--- src/rtl/ping_pkg.sv ---
// ping_pkg: shared PING protocol states, timing defaults and echo width helper
package ping_pkg;
    typedef enum logic [2:0] {IDLE, TRIG, HOLDOFF, ECHO, DRIVE_LO, RECOVER} state_t;
    localparam int unsigned DEF_TRIG_MIN_CYC = 100;
    localparam int unsigned DEF_TRIG_MAX_CYC = 1000;
    localparam int unsigned DEF_HOLDOFF_CYC  = 37500;
    localparam int unsigned DEF_CYC_PER_CM   = 2900;
    localparam int unsigned DEF_ECHO_MIN_CYC = 5750;
    localparam int unsigned DEF_ECHO_MAX_CYC = 925000;
    localparam int unsigned DEF_RECOVER_CYC  = 10000;
    localparam int DIST_W = 9;
    localparam int CNT_W  = 20;
    localparam int P_W    = 22;
    // Raw product is formed at 22 bits, then clamped into the 20-bit width register
    function automatic logic [CNT_W-1:0] echo_width(input logic [DIST_W-1:0] d, input int unsigned cpc,
                                                    input int unsigned mn, input int unsigned mx);
        logic [P_W-1:0] p;
        p = P_W'(32'(d) * cpc);
        return p < P_W'(mn) ? CNT_W'(mn) : p > P_W'(mx) ? CNT_W'(mx) : p[CNT_W-1:0];
    endfunction
endpackage

--- src/rtl/ping_sensor_emulator_if.sv ---
// ping_sensor_emulator_if: sig pin halves, distance input and status between host side and emulator
//   sig_in/dist_cm host->emulator; sig_out/sig_oe/busy/trig_err emulator->host
interface ping_sensor_emulator_if;
    import ping_pkg::*;
    logic              sig_in;
    logic              sig_out;
    logic              sig_oe;
    logic              busy;
    logic              trig_err;
    logic [DIST_W-1:0] dist_cm;
    modport master(output sig_in, dist_cm, input sig_out, sig_oe, busy, trig_err);
    modport slave(input sig_in, dist_cm, output sig_out, sig_oe, busy, trig_err);
endinterface

--- src/rtl/ping_sync.sv ---
// ping_sync: 2-flop synchronizer for the sig pad with rise/fall detect
//   CLK, reset (async, active-high); sig_in raw pad; rise/fall one-cycle edge flags
module ping_sync (
    input  logic CLK,
    input  logic reset,
    input  logic sig_in,
    output logic rise,
    output logic fall
);
    logic meta_q, s_q, prev_q;
    always_ff @(posedge CLK or posedge reset) begin
        if (reset) begin
            meta_q <= 1'b0;
            s_q    <= 1'b0;
            prev_q <= 1'b0;
        end else begin
            meta_q <= sig_in;
            s_q    <= meta_q;
            prev_q <= s_q;
        end
    end
    assign rise = s_q & ~prev_q;
    assign fall = ~s_q & prev_q;
endmodule

--- src/rtl/ping_sensor_emulator.sv ---
// ping_sensor_emulator: sensor-side PING model, answers a host trigger with a distance-scaled echo
//   CLK, reset (async, active-high); bus.slave carries sig_in/sig_out/sig_oe, dist_cm, busy, trig_err
module ping_sensor_emulator import ping_pkg::*; #(
    parameter int unsigned TRIG_MIN_CYC = DEF_TRIG_MIN_CYC,
    parameter int unsigned TRIG_MAX_CYC = DEF_TRIG_MAX_CYC,
    parameter int unsigned HOLDOFF_CYC  = DEF_HOLDOFF_CYC,
    parameter int unsigned CYC_PER_CM   = DEF_CYC_PER_CM,
    parameter int unsigned ECHO_MIN_CYC = DEF_ECHO_MIN_CYC,
    parameter int unsigned ECHO_MAX_CYC = DEF_ECHO_MAX_CYC,
    parameter int unsigned RECOVER_CYC  = DEF_RECOVER_CYC
) (
    input logic CLK,
    input logic reset,
    ping_sensor_emulator_if.slave bus
);
    localparam logic [CNT_W-1:0] T_MIN = CNT_W'(TRIG_MIN_CYC);
    localparam logic [CNT_W-1:0] T_MAX = CNT_W'(TRIG_MAX_CYC);
    localparam logic [CNT_W-1:0] H_END = CNT_W'(HOLDOFF_CYC);
    localparam logic [CNT_W-1:0] R_END = CNT_W'(RECOVER_CYC);
    state_t           state_q, state_d;
    logic [CNT_W-1:0] cnt_q, cnt_d, w_q, w_d;
    logic             sig_oe_q, sig_oe_d, sig_out_q, sig_out_d;
    logic             busy_q, busy_d, trig_err_q, trig_err_d;
    logic             rise, fall;
    ping_sync u_sync (.CLK(CLK), .reset(reset), .sig_in(bus.sig_in), .rise(rise), .fall(fall));
    // HOLDOFF is entered with cnt=0 and leaves at cnt==HOLDOFF_CYC, giving sig_oe at t0+3+HOLDOFF_CYC
    always_comb begin
        state_d    = state_q;
        cnt_d      = cnt_q;
        w_d        = w_q;
        trig_err_d = 1'b0;
        case (state_q)
            IDLE: if (rise) begin
                state_d = TRIG;
                cnt_d   = CNT_W'(1);
            end
            TRIG: if (fall) begin
                if (cnt_q >= T_MIN) begin
                    state_d = HOLDOFF;
                    cnt_d   = '0;
                    w_d     = echo_width(bus.dist_cm, CYC_PER_CM, ECHO_MIN_CYC, ECHO_MAX_CYC);
                end else begin
                    state_d    = IDLE;
                    trig_err_d = 1'b1;
                end
            end else if (cnt_q == T_MAX) begin
                state_d    = IDLE;
                trig_err_d = 1'b1;
            end else begin
                cnt_d = cnt_q + 1'b1;
            end
            HOLDOFF: if (cnt_q == H_END) begin
                state_d = ECHO;
                cnt_d   = CNT_W'(1);
            end else begin
                cnt_d = cnt_q + 1'b1;
            end
            ECHO: if (cnt_q == w_q) begin
                state_d = DRIVE_LO;
            end else begin
                cnt_d = cnt_q + 1'b1;
            end
            DRIVE_LO: begin
                state_d = RECOVER;
                cnt_d   = CNT_W'(1);
            end
            RECOVER: if (cnt_q == R_END) begin
                state_d = IDLE;
            end else begin
                cnt_d = cnt_q + 1'b1;
            end
            default: state_d = IDLE;
        endcase
        // Outputs follow the next state so they line up with the registered state
        sig_oe_d  = state_d == ECHO || state_d == DRIVE_LO;
        sig_out_d = state_d == ECHO;
        busy_d    = state_d != IDLE;
    end
    always_ff @(posedge CLK or posedge reset) begin
        if (reset) begin
            state_q    <= IDLE;
            cnt_q      <= '0;
            w_q        <= '0;
            sig_oe_q   <= 1'b0;
            sig_out_q  <= 1'b0;
            busy_q     <= 1'b0;
            trig_err_q <= 1'b0;
        end else begin
            state_q    <= state_d;
            cnt_q      <= cnt_d;
            w_q        <= w_d;
            sig_oe_q   <= sig_oe_d;
            sig_out_q  <= sig_out_d;
            busy_q     <= busy_d;
            trig_err_q <= trig_err_d;
        end
    end
    assign bus.sig_oe   = sig_oe_q;
    assign bus.sig_out  = sig_out_q;
    assign bus.busy     = busy_q;
    assign bus.trig_err = trig_err_q;
endmodule
--- src/flat_wrapper.sv ---
// flat-port wrapper written by rule: the top's interface ports become plain ports
module ping_sensor_emulator_flat import ping_pkg::*;
#(
    parameter int unsigned TRIG_MIN_CYC = DEF_TRIG_MIN_CYC,
    parameter int unsigned TRIG_MAX_CYC = DEF_TRIG_MAX_CYC,
    parameter int unsigned HOLDOFF_CYC  = DEF_HOLDOFF_CYC,
    parameter int unsigned CYC_PER_CM   = DEF_CYC_PER_CM,
    parameter int unsigned ECHO_MIN_CYC = DEF_ECHO_MIN_CYC,
    parameter int unsigned ECHO_MAX_CYC = DEF_ECHO_MAX_CYC,
    parameter int unsigned RECOVER_CYC  = DEF_RECOVER_CYC
)
  (CLK, reset, bus_sig_in, bus_dist_cm, bus_sig_out, bus_sig_oe, bus_busy, bus_trig_err);
  ping_sensor_emulator_if bus_i ();
  input logic CLK;
  input logic reset;
  input wire logic [$bits(bus_i.sig_in)-1:0] bus_sig_in;
  input wire logic [$bits(bus_i.dist_cm)-1:0] bus_dist_cm;
  output wire logic [$bits(bus_i.sig_out)-1:0] bus_sig_out;
  output wire logic [$bits(bus_i.sig_oe)-1:0] bus_sig_oe;
  output wire logic [$bits(bus_i.busy)-1:0] bus_busy;
  output wire logic [$bits(bus_i.trig_err)-1:0] bus_trig_err;
  assign bus_i.sig_in = bus_sig_in;
  assign bus_i.dist_cm = bus_dist_cm;
  assign bus_sig_out = bus_i.sig_out;
  assign bus_sig_oe = bus_i.sig_oe;
  assign bus_busy = bus_i.busy;
  assign bus_trig_err = bus_i.trig_err;
  ping_sensor_emulator #(.TRIG_MIN_CYC(TRIG_MIN_CYC), .TRIG_MAX_CYC(TRIG_MAX_CYC), .HOLDOFF_CYC(HOLDOFF_CYC), .CYC_PER_CM(CYC_PER_CM), .ECHO_MIN_CYC(ECHO_MIN_CYC), .ECHO_MAX_CYC(ECHO_MAX_CYC), .RECOVER_CYC(RECOVER_CYC)) u_core (.CLK(CLK), .reset(reset), .bus(bus_i));
endmodule
--- config.mk ---
export PLATFORM = sky130hd
export DESIGN_NAME = ping_sensor_emulator_flat
export DESIGN_NICKNAME = d
export VERILOG_FILES = /design/src/rtl/ping_pkg.sv /design/src/rtl/ping_sensor_emulator_if.sv /design/src/rtl/ping_sync.sv /design/src/rtl/ping_sensor_emulator.sv /design/src/flat_wrapper.sv
export SDC_FILE = /design/constraint.sdc
export NUM_CORES = 1
export LEC_CHECK = 0
export ABC_CLOCK_PERIOD_IN_PS = 7150
export CORE_MARGIN = 5
export CORE_UTILIZATION = 53
export CTS_BUF_LIST = sky130_fd_sc_hd__clkbuf_4 sky130_fd_sc_hd__clkbuf_8
export DETAILED_ROUTE_END_ITERATION = 7
export GPL_TIMING_DRIVEN = 0
export MAX_ROUTING_LAYER = met4
export PLACE_DENSITY_LB_ADDON = 0.25
export REMOVE_ABC_BUFFERS = 1
export SLEW_MARGIN = 10
export SYNTH_ARGS = -nofsm -noshare
export SYNTH_HDL_FRONTEND = slang
export SYNTH_HIERARCHICAL = 1
export SYNTH_SLANG_ARGS = --single-unit
--- constraint.sdc ---
create_clock -name CLK -period 7.15 [get_ports CLK]
set_input_delay 1.43 -clock CLK [delete_from_list [all_inputs] [get_ports CLK]]
set_output_delay 1.43 -clock CLK [all_outputs]
set_load 0.01 [all_outputs]
==> results.yml, run 1 <==
worst_setup_path:
  cp-start-kind: "input pin"
  crit_start: "bus_dist_cm[3]"
  worstPathCellList: "clkdlybuf4s50_1 -> ha_1 -> inv_1 -> fa_1 -> inv_1 -> fa_1 -> inv_1 -> fa_1 -> inv_1 -> ha_1 -> a21oi_1 -> nand2_1 -> or2_4 -> a311o_1 -> nand4_2 -> o21ai_2 -> o311ai_4 -> o221a_2"
  crit_family: "adder cells"
  crit_fanout: 15
  worstPathArrival_ps: 6640
  critPathBufInv: 5
  r2r_slack_ps: 3770
  crit_required_ps: 7400
  reg2reg_depth: 9
  endpoint_kind: "flop"
  rr_startpoint: "u_core/cnt_q[0]"
  cp_num_cells: 18
  max_stage_delay_ps: 540
  crit_slowest_cell: "o311ai_4"
  crit_type: "in2reg"
  cpMostUsedCell: "inv_1"
  r2r_end: "u_core/cnt_q[17]"
place:
  io_buffers: 15
  place_hpwl_mm: 7.747
  gp_congestion: 0.9131
run:
  maxCapViolations: 0
yosys:
  avgSynthCellArea_um2: 8.841
  ys_warn_count: 6
  yosysSeqAreaShare_pct: 26.02
  ys.flop_type: "dfrtp_1"
  synth_cell_types: 69
  async_flop_share_pct: 100.0
  synth-edff-count: 0
  postSynthCellCount: 533
  netlist_area_mm2: 0.004712
  synth_seq_cells: 49
timing:
  slew_viol_final: 0
  max_freq_ghz: 0.1565
  tns_ps: 0
  min_period_over_period_pct: 89.39
  final_hold_viol_count: 0
  relSlewSlack_pct: 28.67
  tightestPinTransition_ps: 1066
  hold_ws_ps: 365.1
  rsz0062_at_grt: "no"
  setup_viol: 0
  finClkSkew_ps: 12.47
  period_needed_ps: 6391
run_status:
  status: "complete, no violations"
grt:
  grt_pass1_vias: 3671
  grt_use_total_pct: 18.19
  grt_pass1_wl_mm: 16.68
  grt-ovfl-total: 0
  antenna_found_initial: 0
  grt_max_degree: 25
clock_network:
  clk_latency_ps: 300
  hold_buffers: 0
  cts_max_level: 2
  cts.path.max_buffers: 2
  cts_root_buf: "clkbuf_8"
  cts_made_buffers: 5
  cts_tree: "done"
  cts_setup_buffers: 0
  clock_sinks: 49
  cts.repair.resized: 0
  clk_pin_slew_worst_paths_ps: 90
pwr:
  swShare_pct: 46.36
  clkPwrFrac_pct: 13.2
  leakagePower_uw: 0.002325
  share_comb_of_total_power_pct: 63.3
  p_sw_uw: 601.4
  pwr-share-seq_pct: 23.6
  power.density_mw_per_mm2: 259.8
  power.internal_uw: 695.8
  power.total_uw: 1297
  vdd_ir_drop_max_v: 0.0001648
die:
  die_area_mm2: 0.01088
  start_util_pct: 54.30
  core_area_mm2: 0.008678
  ios: 16
  die_w_um: 104.3
  chipHeight_um: 104.3
  rows: 34
min_path:
  holdPathStages: 0
  hp-class: "reg2reg"
  hp-start: "u_core/u_sync/meta_q"
  worstHoldEndpoint: "u_core/u_sync/s_q"
detailed_routing:
  num_vias: 3688
  drt_iter0_drc: 166
  drc: 0
  firstDrtPassIters: 5
  routed_wl_mm: 9.531
  wl_per_cell_um: 14.82
  postRouteAntennaNets: 0
  vias_per_cell: 5.736
cells_and_area:
  nets: 618
  multi_input_area_mm2: 0.003050
  seq_area_mm2: 0.001226
  diodes: 0
  drive_above_1_share_pct: 5.794
  final_common_cell: "inv_1"
  n_fill_cell: 799
  syn_to_final_growth_pct: 5.975
  final_cell_mix: "81 x inv_1, 49 x ha_1, 49 x dfrtp_1, 37 x nor2_1, 35 x nand2_1"
-- layout make-up --
class / instances / share of cell area (%)
well taps: 108 / 2.706
multi-input cells: 380 / 61.09
inverters: 82 / 6.164
clock buffers: 6 / 1.654
clock inverters: 2 / 0.2756
flip-flops and latches: 49 / 24.56
repair buffers: 16 / 3.558
-- kinds of logic after synthesis --
kind of cell | Yosys count | synth area share (%)
XOR/XNOR | 25 | 4.647
AND/OR/NAND/NOR | 158 | 17.84
flip-flops | 49 | 26.02
AO/OA/AOI/OAI | 124 | 19.17
buffers and inverters | 104 | 9.320
multiplexers | 1 | 0.2124
adder cells (fa/ha/maj) | 72 | 22.78
-- worst max-delay path by stage --
stage | endpoint | slack [ps]
after global placement | u_core/w_q[11] | 500
final | u_core/w_q[8] | 760
after floorplan | u_core/w_q[12] | 1440
after global routing | u_core/w_q[10] | 480
after CTS | u_core/w_q[12] | 740
after detailed placement | u_core/w_q[12] | 430
-- metal layers --
| layer | vias up | part of all wire (%) | track usage, % |
|---|---|---|---|
| met1 | 1760 | 44 | 22.28 |
| met3 | 10 | 2.2 | 1.552 |
| li1 | 1856 | - | - |
| met5 | - | 0 | - |
| met4 | 0 | 1.3 | 4.625 |
| met2 | 62 | 52 | 32.26 |
-- state kept, by name, summed over array words and instances (netlist names) --
register              count
u_core/bus.sig_oe         1
u_core/bus.trig_err       1
u_core/state_q            3
u_core/u_sync/prev_q      1
u_core/w_q               19
u_core/bus.sig_out        1
u_core/u_sync/meta_q      1
u_core/bus.busy           1
u_core/u_sync/s_q         1
u_core/cnt_q             20
-- cell usage after synthesis (all sizes together) (3+ instances only) --
master    n  area, µm²
and3      3      18.77
fa       23      460.4
dfrtp    49       1226
o211ai    5      37.54
nor2     37      138.9
nor3     13      65.06
xor2     14      122.6
o21ai    36      183.9
o31ai    12      95.09
nand2    36      142.6
clkbuf    6      23.77
a21o      6      45.04
o221a     3      33.78
nand3    13      65.06
xnor2    11      96.34
or3       4      25.02
nor3b     3      27.52
a21oi    16      80.08
nor4b     3      26.28
o21bai    7      56.30
nand4     8      56.30
a31oi     6      37.54
and4      4      35.03
nand2b    8      50.05
buf      16      107.6
nor2b     6      37.54
a2111oi   3      35.03
o41ai     7      61.31
nor4      7      58.81
inv      82      307.8
a211oi    4      30.03
o32a      3      30.03
ha       49      613.1
and2      6      40.04
or2       4      27.53
-- metrics by stage --
step           worst slack, ps  util (%)  std cells  cell area, µm²
3_3_place_gp             496.6     56.07        634            4866
4_1_cts                  736.8     57.54        643            4994
3_5_place_dp             428.6     56.43        635            4897
6_report                 758.9     57.54        643            4994
2_1_floorplan             1435         -        511            4581
5_1_grt                  483.3     57.54        643            4994
-- power by group through the flow --
stage | Clock, µW | Combinational (µW) | Sequential (µW)
floorplan | 0 | 657 | 306
global placement | 0 | 799 | 310
detailed placement | 0 | 819 | 311
CTS | 173 | 826 | 305
global route | 186 | 927 | 308
finish | 171 | 821 | 306
Note: power is estimated with default switching activity, not from simulation.
==> inputs of run 2 (changes only) <==
--- a/config.mk
+++ b/config.mk
@@ -10,6 +10,7 @@
 export CORE_UTILIZATION = 53
 export CTS_BUF_LIST = sky130_fd_sc_hd__clkbuf_4 sky130_fd_sc_hd__clkbuf_8
 export DETAILED_ROUTE_END_ITERATION = 7
+export GPL_ROUTABILITY_DRIVEN = 0
 export GPL_TIMING_DRIVEN = 0
 export MAX_ROUTING_LAYER = met4
 export PLACE_DENSITY_LB_ADDON = 0.25
@@ -17,5 +18,4 @@
 export SLEW_MARGIN = 10
 export SYNTH_ARGS = -nofsm -noshare
 export SYNTH_HDL_FRONTEND = slang
-export SYNTH_HIERARCHICAL = 1
 export SYNTH_SLANG_ARGS = --single-unit
==> results.yml, run 2 <==
detailed_routing:
  postRouteAntennaNets: 0
  firstDrtPassIters: 5
  drt_iter0_drc: 218
  wl_per_cell_um: 16.07
  drc: 0
  num_vias: 3793
  vias_per_cell: 5.983
  routed_wl_mm: 10.19
worst_setup_path:
  cpMostUsedCell: "inv_1"
  critPathBufInv: 5
  crit_fanout: 15
  worstPathCellList: "clkdlybuf4s50_1 -> ha_1 -> inv_1 -> fa_1 -> inv_1 -> fa_1 -> inv_1 -> fa_1 -> inv_1 -> ha_1 -> and2_4 -> a221oi_1 -> a21boi_0 -> nor4b_1 -> o41ai_1 -> o311a_4 -> a221o_1"
  crit_slowest_cell: "fa_1"
  crit_family: "adder cells"
  crit_required_ps: 7340
  endpoint_kind: "flop"
  crit_type: "in2reg"
  cp-start-kind: "input pin"
  worstPathArrival_ps: 6940
  max_stage_delay_ps: 550
die:
  rows: 34
  core_area_mm2: 0.008678
  ios: 16
  chipHeight_um: 104.1
  die_w_um: 104.1
  start_util_pct: 54.02
  die_area_mm2: 0.01083
yosys:
  ys.flop_type: "dfrtp_1"
  synthXorXnorAreaFrac_pct: 4.110
  synth_area_leaders: "dfrtp_1 26%, ha_1 13%, fa_1 9.8%"
  synth_cell_types: 71
  synth_compound_area_share_pct: 19.06
  ys_warn_count: 0
  synthTopCellsByCount: "75 x inv_1, 49 x dfrtp_1, 49 x ha_1, 33 x nor2_1, 31 x o21ai_0"
  yosysTopAreaCell: "dfrtp_1"
  synth_seq_cells: 49
  synth_fa_ha_area_share_pct: 22.90
  synth-edff-count: 0
  synth_top_family_by_area: "adder cells"
  async_flop_share_pct: 100.0
  synthMuxAreaShare_pct: 0.9074
  synth-simple-area-share_pct: 18.28
  yosysSeqAreaShare_pct: 26.15
  netlist_area_mm2: 0.004688
  postSynthCellCount: 525
  yosysMostFrequentCell: "inv_1"
  yosysTopAreaCellShare_pct: 26.15
  avgSynthCellArea_um2: 8.930
clock_network:
  clock_sinks: 49
  cts_setup_buffers: 0
  clk_pin_slew_worst_paths_ps: 90
  cts_max_level: 2
  cts_tree: "done"
  clk_latency_ps: 300
  cts.path.max_buffers: 2
  cts_root_buf: "clkbuf_8"
  cts.repair.resized: 0
  hold_buffers: 0
  cts_made_buffers: 5
cells_and_area:
  syn_to_final_growth_pct: 6.165
  final_cell_mix: "74 x inv_1, 49 x ha_1, 49 x dfrtp_1, 33 x nor2_1, 31 x o21ai_0"
  largest_reg_flops: 20
  final_common_cell: "inv_1"
  fin_area_mm2: 0.004977
  drive_above_1_share_pct: 5.894
  diodes: 0
  n_fill_cell: 798
  nets: 610
  top_register: "u_core.cnt_q"
  largestRegisters: "u_core.cnt_q (20), u_core.w_q (19), u_core.state_q (3)"
place:
  io_buffers: 15
  place_hpwl_mm: 8.023
  place_area_mm2: 0.004887
min_path:
  hp-class: "reg2reg"
pwr:
  leakagePower_uw: 0.002396
  power.density_mw_per_mm2: 246.1
  vdd_ir_drop_max_v: 0.0001452
grt:
  grt_use_total_pct: 19.19
  grt_max_degree: 39
  grt_pass1_vias: 3641
  grt-ovfl-total: 0
  antenna_found_initial: 0
  grt_pass1_wl_mm: 17.22
timing:
  tns_ps: 0
  min_period_over_period_pct: 94.35
  finClkSkew_ps: 5.041
  setup_viol: 0
  rsz0062_at_grt: "no"
  relSlewSlack_pct: 51.13
  final_hold_viol_count: 0
  slew_viol_final: 0
  period_needed_ps: 6746
  tightestPinTransition_ps: 733.0
  max_freq_ghz: 0.1482
run:
  maxCapViolations: 0
run_status:
  status: "complete, no violations"
==> run 2: worst register-to-register path, cell delays in order (launching register included) <==
cell and delay, ps:
dfrtp_1 460, or4_4 580, nor4b_4 350, a31oi_1 130, o211ai_1 420, buf_4 250, buf_4 170, or2_1 550
o21ai_0 200
==> run 2: cell families (layout without fill, tap and decap cells) <==
group,Yosys count,count (layout)
DFF,49,49
xor gates and xnor gates,22,22
adders and majority gates,72,72
buffers and inverters,99,100
muxes,4,4
AOI/OAI and AO/OA,124,124
and+or+nand+nor,155,155
==> run 2: through the flow <==
stage | power [µW] | std cells | utilization, % | setup slack (ps) | hold WS [ps]
2_1_floorplan | 881.6 | 501 | - | 1262 | 331.2
3_3_place_gp | 1020 | 624 | 55.91 | 265.2 | 332.0
3_5_place_dp | 1050 | 627 | 56.31 | 90.64 | 335.5
4_1_cts | 1224 | 634 | 57.35 | 404.0 | 355.5
5_1_grt | 1330 | 634 | 57.35 | 170.1 | 371.6
6_report | 1225 | 634 | 57.35 | 403.7 | 353.6
==> run 2: cell type report <==
class                           instances  area [µm²]  area share, %
Sequential cell                        49        1226          24.64
Timing Repair Buffer                   18       185.2          3.720
Multi-Input combinational cell        377        3059          61.46
Tap cell                              108       135.1          2.715
Clock buffer                            7       90.09          1.810
Inverter                               75       281.5          5.656
==> run 2: worst paths after layout <==
| path | slack (ps) | from | depth (start not counted) | end |
|---|---|---|---|---|
| worst max-delay path | 400 | bus_dist_cm[3] | 17 | u_core.w_q[2] |
| worst min register to register | 350 | u_core.u_sync.meta_q | 0 | u_core.u_sync.s_q |
| worst min-delay path | 350 | u_core.u_sync.meta_q | 0 | u_core.u_sync.s_q |
| max in group asynchronous | 5300 | reset | 3 | u_core.w_q[9] |
| min in group asynchronous | 1370 | reset | 2 | u_core.cnt_q[17] |
| worst max register to register | 3890 | u_core.cnt_q[14] | 8 | u_core.cnt_q[16] |
==> run 2: metal layers <==
layer / GRT usage (%) / routed length (µm) / part of all wire, % / vias to the layer above
met5: - / 0 / 0 / -
met4: 3.978 / 133 / 1.3 / 0
met3: 2.669 / 426 / 4.2 / 17
met2: 29.10 / 4608 / 45 / 90
met1: 27.60 / 5020 / 49 / 1838
li1: - / - / - / 1848
==> run 2: power breakdown <==
group	switching, µW	internal [µW]	leakage, µW	total [µW]
clock network	91.4	80.8	0.0000477	172
logic	432	318	0.00173	750
registers	16.4	287	0.000617	303
==> inputs of run 3 (changes only) <==
--- a/config.mk
+++ b/config.mk
@@ -15,7 +15,9 @@
 export MAX_ROUTING_LAYER = met4
 export PLACE_DENSITY_LB_ADDON = 0.25
 export REMOVE_ABC_BUFFERS = 1
+export SKIP_CTS_REPAIR_TIMING = 1
 export SLEW_MARGIN = 10
 export SYNTH_ARGS = -nofsm -noshare
 export SYNTH_HDL_FRONTEND = slang
+export SYNTH_HIERARCHICAL = 1
 export SYNTH_SLANG_ARGS = --single-unit
==> results of run 3 <==
The final DEF is identical to that of run 1; final timing and power are the same.
